===== src/rtl/mem_port_arbiter.sv =====
// ============================================================================
// Module   : mem_port_arbiter
// Purpose  : Shares one memory port between instruction fetch (IFU) and
//            load/store (LSU). One transaction in flight at a time. LSU has
//            fixed priority, with a starvation guard that forces an IFU grant
//            after STARVE_LIMIT consecutive LSU grants while IFU is waiting.
//            A response timeout returns 32'hDEADBEEF plus an err pulse.
// Ports    : clk_i, rst_ni              clock / async active-low reset
//            ifu_req_*_i/o, ifu_addr_i  IFU read request handshake
//            ifu_rvalid_o, ifu_rdata_o  IFU response (one-cycle pulse)
//            lsu_req_*_i/o, lsu_*_i     LSU load/store request handshake
//            lsu_rvalid_o, lsu_rdata_o  LSU response (one-cycle pulse)
//            mem_req_*_o/i, mem_*_o     latched request towards memory
//            mem_rvalid_i, mem_rdata_i  memory response
//            err_o                      one-cycle pulse on response timeout
// Revision : 1.0  initial release
// ============================================================================
`default_nettype none

module mem_port_arbiter #(
  parameter int unsigned STARVE_LIMIT = 4,
  parameter int unsigned TIMEOUT      = 1023
) (
  input  logic        clk_i,
  input  logic        rst_ni,
  // IFU
  input  logic        ifu_req_valid_i,
  output logic        ifu_req_ready_o,
  input  logic [31:0] ifu_addr_i,
  output logic        ifu_rvalid_o,
  output logic [31:0] ifu_rdata_o,
  // LSU
  input  logic        lsu_req_valid_i,
  output logic        lsu_req_ready_o,
  input  logic [31:0] lsu_addr_i,
  input  logic        lsu_wen_i,
  input  logic [31:0] lsu_wdata_i,
  input  logic [7:0]  lsu_wmask_i,
  output logic        lsu_rvalid_o,
  output logic [31:0] lsu_rdata_o,
  // Memory
  output logic        mem_req_valid_o,
  input  logic        mem_req_ready_i,
  output logic [31:0] mem_addr_o,
  output logic        mem_wen_o,
  output logic [31:0] mem_wdata_o,
  output logic [7:0]  mem_wmask_o,
  input  logic        mem_rvalid_i,
  input  logic [31:0] mem_rdata_i,
  output logic        err_o
);

  localparam int unsigned SW = $clog2(STARVE_LIMIT + 1);
  localparam int unsigned TW = $clog2(TIMEOUT + 1);
  localparam logic [SW-1:0] STARVE_MAX  = SW'(STARVE_LIMIT);
  localparam logic [TW-1:0] TIMEOUT_MAX = TW'(TIMEOUT);
  localparam logic [31:0]   TIMEOUT_DATA = 32'hDEADBEEF;

  typedef enum logic [1:0] {
    S_IDLE  = 2'd0,
    S_ISSUE = 2'd1,
    S_WAIT  = 2'd2
  } state_e;

  typedef enum logic [1:0] {
    OWN_NONE = 2'd0,
    OWN_IFU  = 2'd1,
    OWN_LSU  = 2'd2
  } owner_e;

  state_e        state_q, state_d;
  owner_e        owner_q, owner_d;
  logic [31:0]   addr_q,  addr_d;
  logic          wen_q,   wen_d;
  logic [31:0]   wdata_q, wdata_d;
  logic [7:0]    wmask_q, wmask_d;
  logic [SW-1:0] starve_q, starve_d;
  logic [TW-1:0] tmo_q,   tmo_d;

  logic          starved;
  logic          resp_valid;
  logic          resp_tmo;
  logic [31:0]   resp_data;

  always_ff @(posedge clk_i or negedge rst_ni) begin
    if (!rst_ni) begin
      state_q  <= S_IDLE;
      owner_q  <= OWN_NONE;
      addr_q   <= '0;
      wen_q    <= 1'b0;
      wdata_q  <= '0;
      wmask_q  <= '0;
      starve_q <= '0;
      tmo_q    <= '0;
    end else begin
      state_q  <= state_d;
      owner_q  <= owner_d;
      addr_q   <= addr_d;
      wen_q    <= wen_d;
      wdata_q  <= wdata_d;
      wmask_q  <= wmask_d;
      starve_q <= starve_d;
      tmo_q    <= tmo_d;
    end
  end

  // IFU only counts as starved while it is actually asking.
  assign starved = (starve_q == STARVE_MAX) && ifu_req_valid_i;

  always_comb begin
    state_d         = state_q;
    owner_d         = owner_q;
    addr_d          = addr_q;
    wen_d           = wen_q;
    wdata_d         = wdata_q;
    wmask_d         = wmask_q;
    starve_d        = starve_q;
    tmo_d           = tmo_q;
    ifu_req_ready_o = 1'b0;
    lsu_req_ready_o = 1'b0;
    resp_valid      = 1'b0;
    resp_tmo        = 1'b0;
    resp_data       = '0;

    unique case (state_q)
      S_IDLE: begin
        if (lsu_req_valid_i && !starved) begin
          lsu_req_ready_o = 1'b1;
          owner_d = OWN_LSU;
          addr_d  = lsu_addr_i;
          wen_d   = lsu_wen_i;
          wdata_d = lsu_wdata_i;
          // Reads never carry a byte mask to memory.
          wmask_d = lsu_wen_i ? lsu_wmask_i : 8'h00;
          if (ifu_req_valid_i && (starve_q != STARVE_MAX)) begin
            starve_d = starve_q + 1'b1;
          end
          state_d = S_ISSUE;
        end else if (ifu_req_valid_i) begin
          ifu_req_ready_o = 1'b1;
          owner_d  = OWN_IFU;
          addr_d   = ifu_addr_i;
          wen_d    = 1'b0;
          wdata_d  = '0;
          wmask_d  = 8'h00;
          starve_d = '0;
          state_d  = S_ISSUE;
        end
      end

      S_ISSUE: begin
        if (mem_req_ready_i) begin
          tmo_d   = '0;
          state_d = S_WAIT;
        end
      end

      S_WAIT: begin
        // A real response in the same cycle as the timeout still wins.
        if (mem_rvalid_i) begin
          resp_valid = 1'b1;
          resp_data  = mem_rdata_i;
          owner_d    = OWN_NONE;
          state_d    = S_IDLE;
        end else if (tmo_q == TIMEOUT_MAX) begin
          resp_valid = 1'b1;
          resp_tmo   = 1'b1;
          resp_data  = TIMEOUT_DATA;
          owner_d    = OWN_NONE;
          state_d    = S_IDLE;
        end else begin
          tmo_d = tmo_q + 1'b1;
        end
      end

      default: begin
        state_d = S_IDLE;
        owner_d = OWN_NONE;
      end
    endcase

    // Grants are combinational on the request inputs; hold them off in reset.
    if (!rst_ni) begin
      ifu_req_ready_o = 1'b0;
      lsu_req_ready_o = 1'b0;
    end
  end

  // Response routing to the owner; rdata is zero whenever rvalid is low.
  always_comb begin
    ifu_rvalid_o = 1'b0;
    ifu_rdata_o  = '0;
    lsu_rvalid_o = 1'b0;
    lsu_rdata_o  = '0;
    if (resp_valid) begin
      if (owner_q == OWN_IFU) begin
        ifu_rvalid_o = 1'b1;
        ifu_rdata_o  = resp_data;
      end else if (owner_q == OWN_LSU) begin
        lsu_rvalid_o = 1'b1;
        lsu_rdata_o  = (wen_q && !resp_tmo) ? 32'h0 : resp_data;
      end
    end
  end

  assign err_o           = resp_tmo;
  assign mem_req_valid_o = (state_q == S_ISSUE);
  assign mem_addr_o      = addr_q;
  assign mem_wen_o       = wen_q;
  assign mem_wdata_o     = wdata_q;
  assign mem_wmask_o     = wmask_q;

endmodule

`default_nettype wire


===== config.mk =====
export PLATFORM = sky130hd
export DESIGN_NAME = mem_port_arbiter
export DESIGN_NICKNAME = d
export VERILOG_FILES = /design/src/rtl/mem_port_arbiter.sv
export SDC_FILE = /design/constraint.sdc
export NUM_CORES = 1
export LEC_CHECK = 0
export BUFFER_PORTS_ARGS = -buffer_cell sky130_fd_sc_hd__buf_4
export CAP_MARGIN = 20
export CELL_PAD_IN_SITES_DETAIL_PLACEMENT = 2
export CELL_PAD_IN_SITES_GLOBAL_PLACEMENT = 2
export CORE_ASPECT_RATIO = 1.4
export CORE_MARGIN = 4
export CORE_UTILIZATION = 24
export DETAILED_ROUTE_END_ITERATION = 16
export GPL_TIMING_DRIVEN = 1
export PLACE_DENSITY = 0.95
export SLEW_MARGIN = 20
export SYNTH_ARGS = -nofsm -noshare
export SYNTH_HDL_FRONTEND = slang
export SYNTH_SLANG_ARGS = --single-unit

===== constraint.sdc =====
create_clock -name clk_i -period 2.55 [get_ports clk_i]
set_input_delay 0.255 -clock clk_i [delete_from_list [all_inputs] [get_ports clk_i]]
set_output_delay 0.255 -clock clk_i [all_outputs]
set_load 0.005 [all_outputs]

* Yosys cells after proc, flatten, opt, wreduce, memory -nomap -nowiden *
Cells that the tools add are included.

cells by class
  reductions and logical operators = 14
  add/sub/neg operators = 2
  mux-type cells = 50
  equality and inequality tests = 13
  bitwise logic cells = 1

operator list
  cell                                                                      number
  32-bit 2-to-1 mux                                                         13
  10-bit 2-to-1 mux                                                         3
  8-bit 2-to-1 mux                                                          3
  10-bit case mux with 2 select lines                                       1
  1-bit 2-to-1 mux                                                          19
  2-bit 2-to-1 mux                                                          6
  2-bit case mux with 3 select lines                                        2
  10-bit by 1-bit adder with 10-bit output (second input constant)          1
  10-bit == test (second input constant)                                    1
  3-bit 2-to-1 mux                                                          3
  3-bit inequality test (second input constant)                             3
  3-bit AND reduction                                                       3
  2-bit by 1-bit == test with 1-bit output (second input constant)          2
  2-bit == test (second input constant)                                     2
  1-bit logical AND                                                         4
  2-bit by 1-bit inequality test with 1-bit output (second input constant)  2
  2-bit inequality test (second input constant)                             2
  4-bit AND reduction                                                       1
  2-bit nonzero test                                                        2
  3-bit by 1-bit adder with 3-bit output (second input constant)            1
  3-bit == test (second input constant)                                     1
  1-bit zero test                                                           2
  2-bit zero test                                                           1
  2-bit AND reduction                                                       1
  1-bit inverter                                                            1

storage, ports and cells
  input port bits = 143
  output and inout bits = 143
  flip-flop bits (word level) = 90
  word-level logic and storage cells = 88

* Longest topological paths before layout *
Gate-level depths: netlist (run 1).

  depth after elaboration = 10
  gate-level depth with buffers = 9
  depth with buffers taken out = 6

* Worst setup path before layout (run 1) *
No wires, ideal clock.

  path type = register -> output
  start point = register tmo_q[0]
  end point = output lsu_rdata_o[0]
  path slack = 0.816 ns
  arrival = 1.479 ns
  data required time = 2.295 ns
  buffers on the path = 1
  stages on the path, launching flop included = 7
  path through = dfrtp_1 ha_1 nand3_1 nor3_1 a41oi_4 buf_6 a21oi_2

on the way
  cells in the longest elaborated chain, start to end = 10
  elaborated cells on any way between the ends = 15
  classes of those cells = eq/ne: 1; mux: 12; reduce/logical: 2

ends and longest elaborated chain
  what                    RTL line  text
  from (decl)             78        logic [TW-1:0] tmo_q, tmo_d;
  from (signal assigned)  103       tmo_q <= tmo_d;
  10-bit == test (*)      165       end else if (tmo_q == TIMEOUT_MAX) begin
  1-bit 2-to-1 mux        165
  1-bit 2-to-1 mux        160       if (mem_rvalid_i) begin
  1-bit 2-to-1 mux        125       unique case (state_q)
  1-bit zero test         201       lsu_rdata_o = (wen_q && !resp_tmo) ? 32'h0 : resp_data;
  1-bit logical AND       201
  32-bit 2-to-1 mux       201
  32-bit 2-to-1 mux       199       end else if (owner_q == OWN_LSU) begin
  32-bit 2-to-1 mux       196       if (owner_q == OWN_IFU) begin
  32-bit 2-to-1 mux (*)   195       if (resp_valid) begin
  to (decl)               40        output logic [31:0] lsu_rdata_o,

Mark *: on every way between the ends. The rest lies on a longest branch, timed or not.

* Worst setup path in the final report (run 1) *
  start point = register tmo_q[0]
  end point = output lsu_rdata_o[30]

The elaborated chain is that of the path after synthesis.

==> results of run 1 <==
[stage by stage]
| step | std cells | utilization | setup slack (ps) |
|---|---|---|---|
| final | 1109 | 0.3865 | 183.3 |
| after global routing | 1109 | 0.3865 | 26.37 |
| after CTS | 1109 | 0.3858 | 44.92 |
| after detailed placement | 1093 | 0.3703 | 399.8 |
| after global placement | 1093 | 0.3703 | 533.7 |
| after floorplan | 588 | - | 815.6 |
[how the worst min path moves through the flow]
stage	to	cells after the start	start	slack, ps
floorplan	mem_addr_o[0]$_DFFE_PN0P_	0	rst_ni	-40
global placement	mem_addr_o[30]$_DFFE_PN0P_	2	rst_ni	390
detailed placement	mem_addr_o[25]$_DFFE_PN0P_	2	rst_ni	390
CTS	mem_wmask_o[3]$_DFFE_PN0P_	2	rst_ni	10
global route	mem_addr_o[29]$_DFFE_PN0P_	2	rst_ni	30
finish	mem_wmask_o[5]$_DFFE_PN0P_	2	rst_ni	-3
[state kept, by name, summed over array words and instances, names as in the netlist]
| name | flops |
|---|---|
| mem_addr_o | 32 |
| mem_wdata_o | 32 |
| mem_wen_o | 1 |
| mem_wmask_o | 8 |
| owner_q | 2 |
| starve_q | 3 |
| state_q | 2 |
| tmo_q | 10 |
[where the power goes]
part | leakage (nW) | internal [mW] | switching (mW)
combinational | 2.59 | 1.37 | 1.51
sequential | 1.13 | 2.03 | 0.402
clock | 0.145 | 0.773 | 0.594
total | 3.86 | 4.17 | 2.51
[logic make-up (layout without fill, tap and decap cells)]
family / Yosys count / after routing / synth area share
and+or+nand+nor: 304 / 304 / 0.2848
DFF: 90 / 90 / 0.4738
muxes: 1 / 1 / 0.002106
AOI/OAI and AO/OA: 117 / 117 / 0.1643
buffers and inverters: 73 / 346 / 0.06712
adders and majority gates: 3 / 3 / 0.007898
[critical path, cell delays in order, from the launching register on]
cell	delay [ps]
dfrtp_1	420
ha_1	280
nand3_1	210
nor3_2	80
a41oi_4	240
buf_6	300
a21oi_1	90
buf_4	160
[placed cells by master (no fill, tap or decap), types with 2 or more instances in the layout]
master,n
a211oi_1,2
and2_1,8
a31oi_1,33
inv_6,2
o21ai_0,16
ha_1,3
buf_12,4
nand2_1,180
nor2b_1,3
or3_1,2
nor3_1,5
nor3_2,2
dfrtp_1,90
nor2_1,39
nand2b_1,2
clkbuf_16,9
and3_1,11
nand3_1,41
inv_1,32
buf_4,293
a21oi_2,20
a21oi_1,30
[cells in the mapped netlist, drive strengths merged (2+ instances only)]
| library cell | n |
|---|---|
| ha | 3 |
| a31oi | 33 |
| nand3 | 42 |
| o31ai | 2 |
| or3 | 2 |
| nor2b | 3 |
| buf | 23 |
| inv | 32 |
| nand2b | 3 |
| clkbuf | 18 |
| nor3b | 2 |
| nand2 | 180 |
| a21oi | 50 |
| o21ai | 18 |
| nor3 | 7 |
| and3 | 11 |
| and2 | 9 |
| a41oi | 2 |
| a211oi | 2 |
| nor2 | 40 |
| dfrtp | 90 |
[layer usage]
| metal | vias up | part of all wire | global-route usage |
|---|---|---|---|
| li1 | 2490 | - | - |
| met1 | 2584 | 0.35 | 0.1932 |
| met2 | 206 | 0.56 | 0.3595 |
| met3 | 21 | 0.074 | 0.04765 |
| met4 | 0 | 0.021 | 0.04964 |
| met5 | - | 0 | 0 |
[area by class of cell]
type / count / area share
inverter: 32 / 0.01605
tap: 248 / 0.04145
clock inverter: 6 / 0.009527
clock buffer: 10 / 0.03059
sequential: 90 / 0.3009
multi-input combinational: 425 / 0.2955
timing repair buffer: 298 / 0.3060
[timing repair]
| action | 4_1_cts | 5_1_grt |
|---|---|---|
| hold buffers | 0 | 0 |
| resized for setup | 0 | 3 |
| endpoints found under the setup margin | 0 | 25 |
==> summary.txt, run 1 <==
Run status
  • Status: finished with violations
  • Failing checks: negative hold slack

Synthesis
  • Post-synth EDFFs: 0
  • FF+latch count, synth: 90
  • Register area share after synthesis: 0.4738
  • Yosys top cell by area: dfrtp_1
  • Dominant cells by area after synthesis: dfrtp_1, nand2_1, a31oi_1
  • Post-synthesis cell type count: 48
  • Post-synthesis async set-or-reset flop share: 1.000
  • Syn Inst Count: roughly 600
  • Top-area cell type share of the netlist area: 0.4738
  • Post-synth top flop: dfrtp_1
  • Synth Cell Area: 4753 µm²
  • Avg Synthesized Cell Area: 8.084 µm²
  • Syn Nets: 734
  • Warnings, synthesis: 0

Finish
  • Layout area overhead: 57.49%
  • Seq. cell area: about 2300 µm²
  • Ant diodes: 0
  • Layout cells sized above 1: 0.4019
  • Area of the multi-input gates: 2212 µm²
  • Post-route cell area: 7486 µm²
  • FILL cells: 2233
  • Nets: 1002

Power and ir drop
  • Total Power: approximately 6.7 mW
  • Peak supply drop: 0.3641 mV
  • Pwr Density: 891.8 nW/µm²
  • Leakage: 3.860 nW

Drt
  • Routed length per instance: between 15 and 20 µm
  • Pre-antenna DRT Iters: 4
  • Drt drc: 0
  • DR vias: between 5000 and 6000
  • DRT antenna net count: 0
  • Vias per cell: 4.780
  • Initial DRC Count: 118
  • DRT Wirelength: 20790 µm

Floorplanning
  • Die ar.: between 20000 and 25000 µm²
  • Boundary Pins: 286
  • Std cell rows: 60
  • Core box area: between 15000 and 20000 µm²
  • Die Wd: between 100 and 150 µm
  • Initial core utilization: 0.2454
  • Die Span Y: 174.5 µm

Global route
  • Vias in the first global route: 5864
  • Total GRT Usage: 0.1851
  • Total grt overflow: 0
  • Initial antenna violation count: 0
  • First-pass GRT wire length: between 30000 and 40000 µm
  • Largest net degree at the start of global routing: 91

Place
  • Post-DP HPWL: 16620 µm
  • Cell area after placement: 7172 µm²
  • PortBufs: 285
  • Global placer's final weighted congestion: 0.8378

STA
  • Max Slew Vio Count: 0
  • Setup TNS: 0 ps
  • Relative slew slack: 0.3941
  • Final Cycle Share: 0.9281
  • Hold WS: -3.306 ps
  • Highest clock rate: 0.4225 GHz
  • Least-Margin Pin Slew: between 900 and 1000 ps
  • Worst Skew: 7.063 ps
  • Fin. Hold Viols: 1
  • Unrepaired setup endpoints after global routing: false
  • Min cycle time layout: roughly 2400 ps
  • Final setup fails: 0

Worst setup path
  • Startpoint class of the critical path: flip-flop
  • Worst setup EP type: primary output
  • Critical path endpoint: lsu_rdata_o[30]
  • Reg2Reg Setup Slack: 590 ps
  • Worst path required time: 2300 ps
  • Reg-to-reg startpoint: state_q[1]$_DFFE_PN0P_
  • Setup CP Type: flip-flop to primary output
  • R2R depth: 5
  • CP max FO: 24
  • Worst flop-to-flop path endpoint: mem_addr_o[9]$_DFFE_PN0P_
  • Crit path DAT: approximately 2100 ps
  • Critical Path Source: tmo_q[0]$_DFFE_PN0P_

Hold path
  • Min-delay worst type: primary input to asynchronous set/reset pin

Clock tree
  • Clk buf depth: 2
  • H-tree lvl count: 3
  • Post-CTS Setup Repair Bufs: 0
  • TritonCTS buffer count: 9
  • Root Buffer: clkbuf_16
  • CTS tree: yes
  • Clk Latency, worst-skew pair: roughly 340 ps
  • CTS clock-pin slew for the worst setup and hold paths: about 60 ps
  • Clock Sink Count: 90

Run
  • Maximum Capacitance Violations: 0
(Power assumes the default switching activity.)
==> run 2: changes to the inputs <==
- ABC_AREA: not set -> 1
- CELL_PAD_IN_SITES_DETAIL_PLACEMENT: 2 -> not set
- CELL_PAD_IN_SITES_GLOBAL_PLACEMENT: 2 -> not set
- CORE_ASPECT_RATIO: 1.4 -> 1.5
- CORE_UTILIZATION: 24 -> 35
- PLACE_DENSITY: 0.95 -> 0.78
==> summary.txt, run 2 <==
Finish
  • Most frequent cells in the layout: buf_4, nand2_1, nor2_1
  • Layout area overhead: 53.74%
  • FILL cells: 1253 (-44%)
  • Ant diodes: 0 (unchanged)
  • Core Util, Final: 0.5542 (+0.1677)
  • Layout cells sized above 1: 0.3872 (-0.01469)
  • Commonest non-fill, non-tap cell in the layout: buf_4
  • Nets: 1046 (+4.4%)
  • Cell Count, Final, Fillers Out: 1063 (-4.1%)

Synthesis
  • Top-area cell type share of the netlist area: 0.4753 (+0.001501)
  • Syn Nets: 774 (+5.4%)
  • Synth cell count leaders: nand2_1, nor2_1, dfrtp_1
  • Syn Inst Count: 628 (+6.8%)
  • Register area share after synthesis: 0.4753 (+0.001501)
  • Post-synth EDFFs: 0 (unchanged)
  • Dominant cells by area after synthesis: dfrtp_1, nand2_1, o21ai_0
  • Synth Cell Area: 4738 µm² (-0.32%)
  • Post-synthesis cell type count: 30 (-38%)
  • Post-synth top flop: dfrtp_1
  • FF+latch count, synth: 90 (unchanged)
  • Warnings, synthesis: 0 (unchanged)
  • Avg Synthesized Cell Area: 7.545 µm² (-6.7%)
  • Yosys top cell by area: dfrtp_1
  • Most common cell in the synthesized netlist: nand2_1
  • Post-synthesis async set-or-reset flop share: 1.000 (unchanged)

Power and ir drop
  • Leakage: 3.929 nW (+1.8%)
  • Pwr Density: 881.6 nW/µm² (-1.1%)
  • Peak supply drop: 0.3815 mV (+4.8%)

Global route
  • Vias in the first global route: 4929 (-16%)
  • Largest net degree at the start of global routing: 75 (-18%)
  • First-pass GRT wire length: 24250 µm (-26%)
  • Total grt overflow: 0 (unchanged)
  • Total GRT Usage: 0.1990 (+0.01386)
  • Initial antenna violation count: 0 (unchanged)

Drt
  • Vias per cell: 4.904 (+2.6%)
  • DRT Wirelength: 16890 µm (-19%)
  • Drt drc: 0 (unchanged)
  • Routed length per instance: 15.89 µm (-15%)
  • DRT antenna net count: 0 (unchanged)
  • Initial DRC Count: 193 (+64%)
  • DR vias: 5213 (-1.7%)
  • Pre-antenna DRT Iters: 4 (unchanged)

Clock tree
  • TritonCTS buffer count: 9 (unchanged)
  • CTS tree: yes
  • Clk buf depth: 2 (unchanged)
  • Clock Sink Count: 90 (unchanged)
  • Clk Latency, worst-skew pair: 340 ps (about the same)
  • CTS clock-pin slew for the worst setup and hold paths: 60 ps (about the same)
  • Post-CTS Setup Repair Bufs: 0 (unchanged)
  • H-tree lvl count: 3 (unchanged)
  • Root Buffer: clkbuf_16

Floorplanning
  • Initial core utilization: 0.3605 (+0.1150)
  • Core box area: 13150 µm² (-32%)
  • Die ar.: 15500 µm² (-30%)
  • Die Span Y: 150.5 µm (-14%)
  • Boundary Pins: 286 (unchanged)
  • Std cell rows: 51 (-15%)
  • Die Wd: 103 µm (-19%)

Worst setup path
  • CP max FO: 15 (-38%)
  • Reg-to-reg startpoint: starve_q[0]$_DFFE_PN0P_
  • Crit path DAT: 2120 ps (about the same)
  • Startpoint class of the critical path: flip-flop
  • Worst path required time: 2300 ps (about the same)
  • Worst setup EP type: primary output
  • Setup CP Type: flip-flop to primary output
  • Critical Path Source: tmo_q[0]$_DFFE_PN0P_

STA
  • Min cycle time layout: 2378 ps (+10.95 ps)
  • Unrepaired setup endpoints after global routing: false
  • Fin. Hold Viols: 0 (-1)
  • Least-Margin Pin Slew: 790.1 ps (-115.3 ps)
  • Worst Skew: 10.16 ps (+3.093 ps)
  • Final Cycle Share: 0.9324 (+0.004294)
  • Final setup fails: 0 (unchanged)
  • Relative slew slack: 0.4733 (+0.07915)
  • Final setup margin: 172.3 ps (-10.95 ps)
  • Setup TNS: 0 ps (unchanged)
  • Max Slew Vio Count: 0 (unchanged)
  • Hold WS: 41.09 ps (+44.39 ps)
  • Highest clock rate: 0.4206 GHz (-0.46%)

Run
  • Maximum Capacitance Violations: 0 (unchanged)

Place
  • Global placer's final weighted congestion: 0.8358 (-0.24%)
  • Cells after DPL: 1045 (-4.4%)
  • PortBufs: 285 (unchanged)
  • Pre-CTS setup slack: 409.8 ps (+9.941 ps)
  • Post-DP HPWL: 12410 µm (-25%)

Run status
  • Status: complete, no violations

Hold path
  • Min-delay worst type: primary input to asynchronous set/reset pin
## run 2: repair_timing
item	CTS	global route
gates resized for setup	0	6
endpoints found under the setup margin	0	55
hold buffers	0	0
## run 2: stage by stage
stage	instance area (µm²)	power, mW
2_1_floorplan	4738	3.689
3_5_place_dp	6963	5.234
3_3_place_gp	6963	5.172
4_1_cts	7217	6.448
5_1_grt	7284	6.895
6_report	7284	6.422
## run 2: critical path, cell delays in order (launching register included)
cell and delay [ps]:
dfrtp_2 420, ha_1 200, nand3_1 130, nor2_2 160, nand3_1 180, nand2_4 170, nand3_4 210, nor2_2 180
buf_4 120
## run 2: power breakdown
part	switching (mW)	total [mW]	internal (mW)
registers	0.370	2.39	2.02
logic	1.55	2.85	1.30
clock network	0.527	1.18	0.653
total	2.45	6.42	3.98
## run 2: cells by family (layout without fill, tap and decap cells)
family,Yosys count,count (layout),share of synthesized area
AO/OA/AOI/OAI,105,105,0.1141
AND/OR/NAND/NOR,354,357,0.3266
buffers and inverters,74,347,0.07235
XOR/XNOR,2,2,0.003698
adder cells (fa/ha/maj),3,3,0.007923
flip-flops,90,90,0.4753
## run 2: final cells by class
| class | instances | area (µm²) | area share |
|---|---|---|---|
| tap | 159 | 198.9 | 0.02731 |
| inverter | 35 | 131.4 | 0.01804 |
| clock inverter | 3 | 17.52 | 0.002405 |
| clock buffer | 12 | 236.5 | 0.03246 |
| multi-input combinational | 467 | 2217 | 0.3044 |
| sequential | 90 | 2253 | 0.3093 |
| timing repair buffer | 297 | 2230 | 0.3061 |
## run 2: worst paths after layout
check	endpoint	slack [ps]	depth (start not counted)
min in group clk_i	state_q[0]$_DFFE_PN0P_	100	2
max in group asynchronous	mem_wdata_o[13]$_DFFE_PN0P_	2000	2
min reg2reg	mem_wdata_o[2]$_DFFE_PN0P_	480	2
min	mem_wmask_o[1]$_DFFE_PN0P_	40	2
max	lsu_rdata_o[30]	170	8
max reg2reg	mem_addr_o[7]$_DFFE_PN0P_	720	8
## run 2: routing by layer
layer	share of wire	GRT usage	vias to the layer above	wire length, µm
met5	0	0	-	0
met4	0.019	0.06416	0	321
met3	0.097	0.05146	26	1633
met2	0.55	0.3724	247	9227
met1	0.34	0.2118	2376	5707
li1	-	-	2564	-
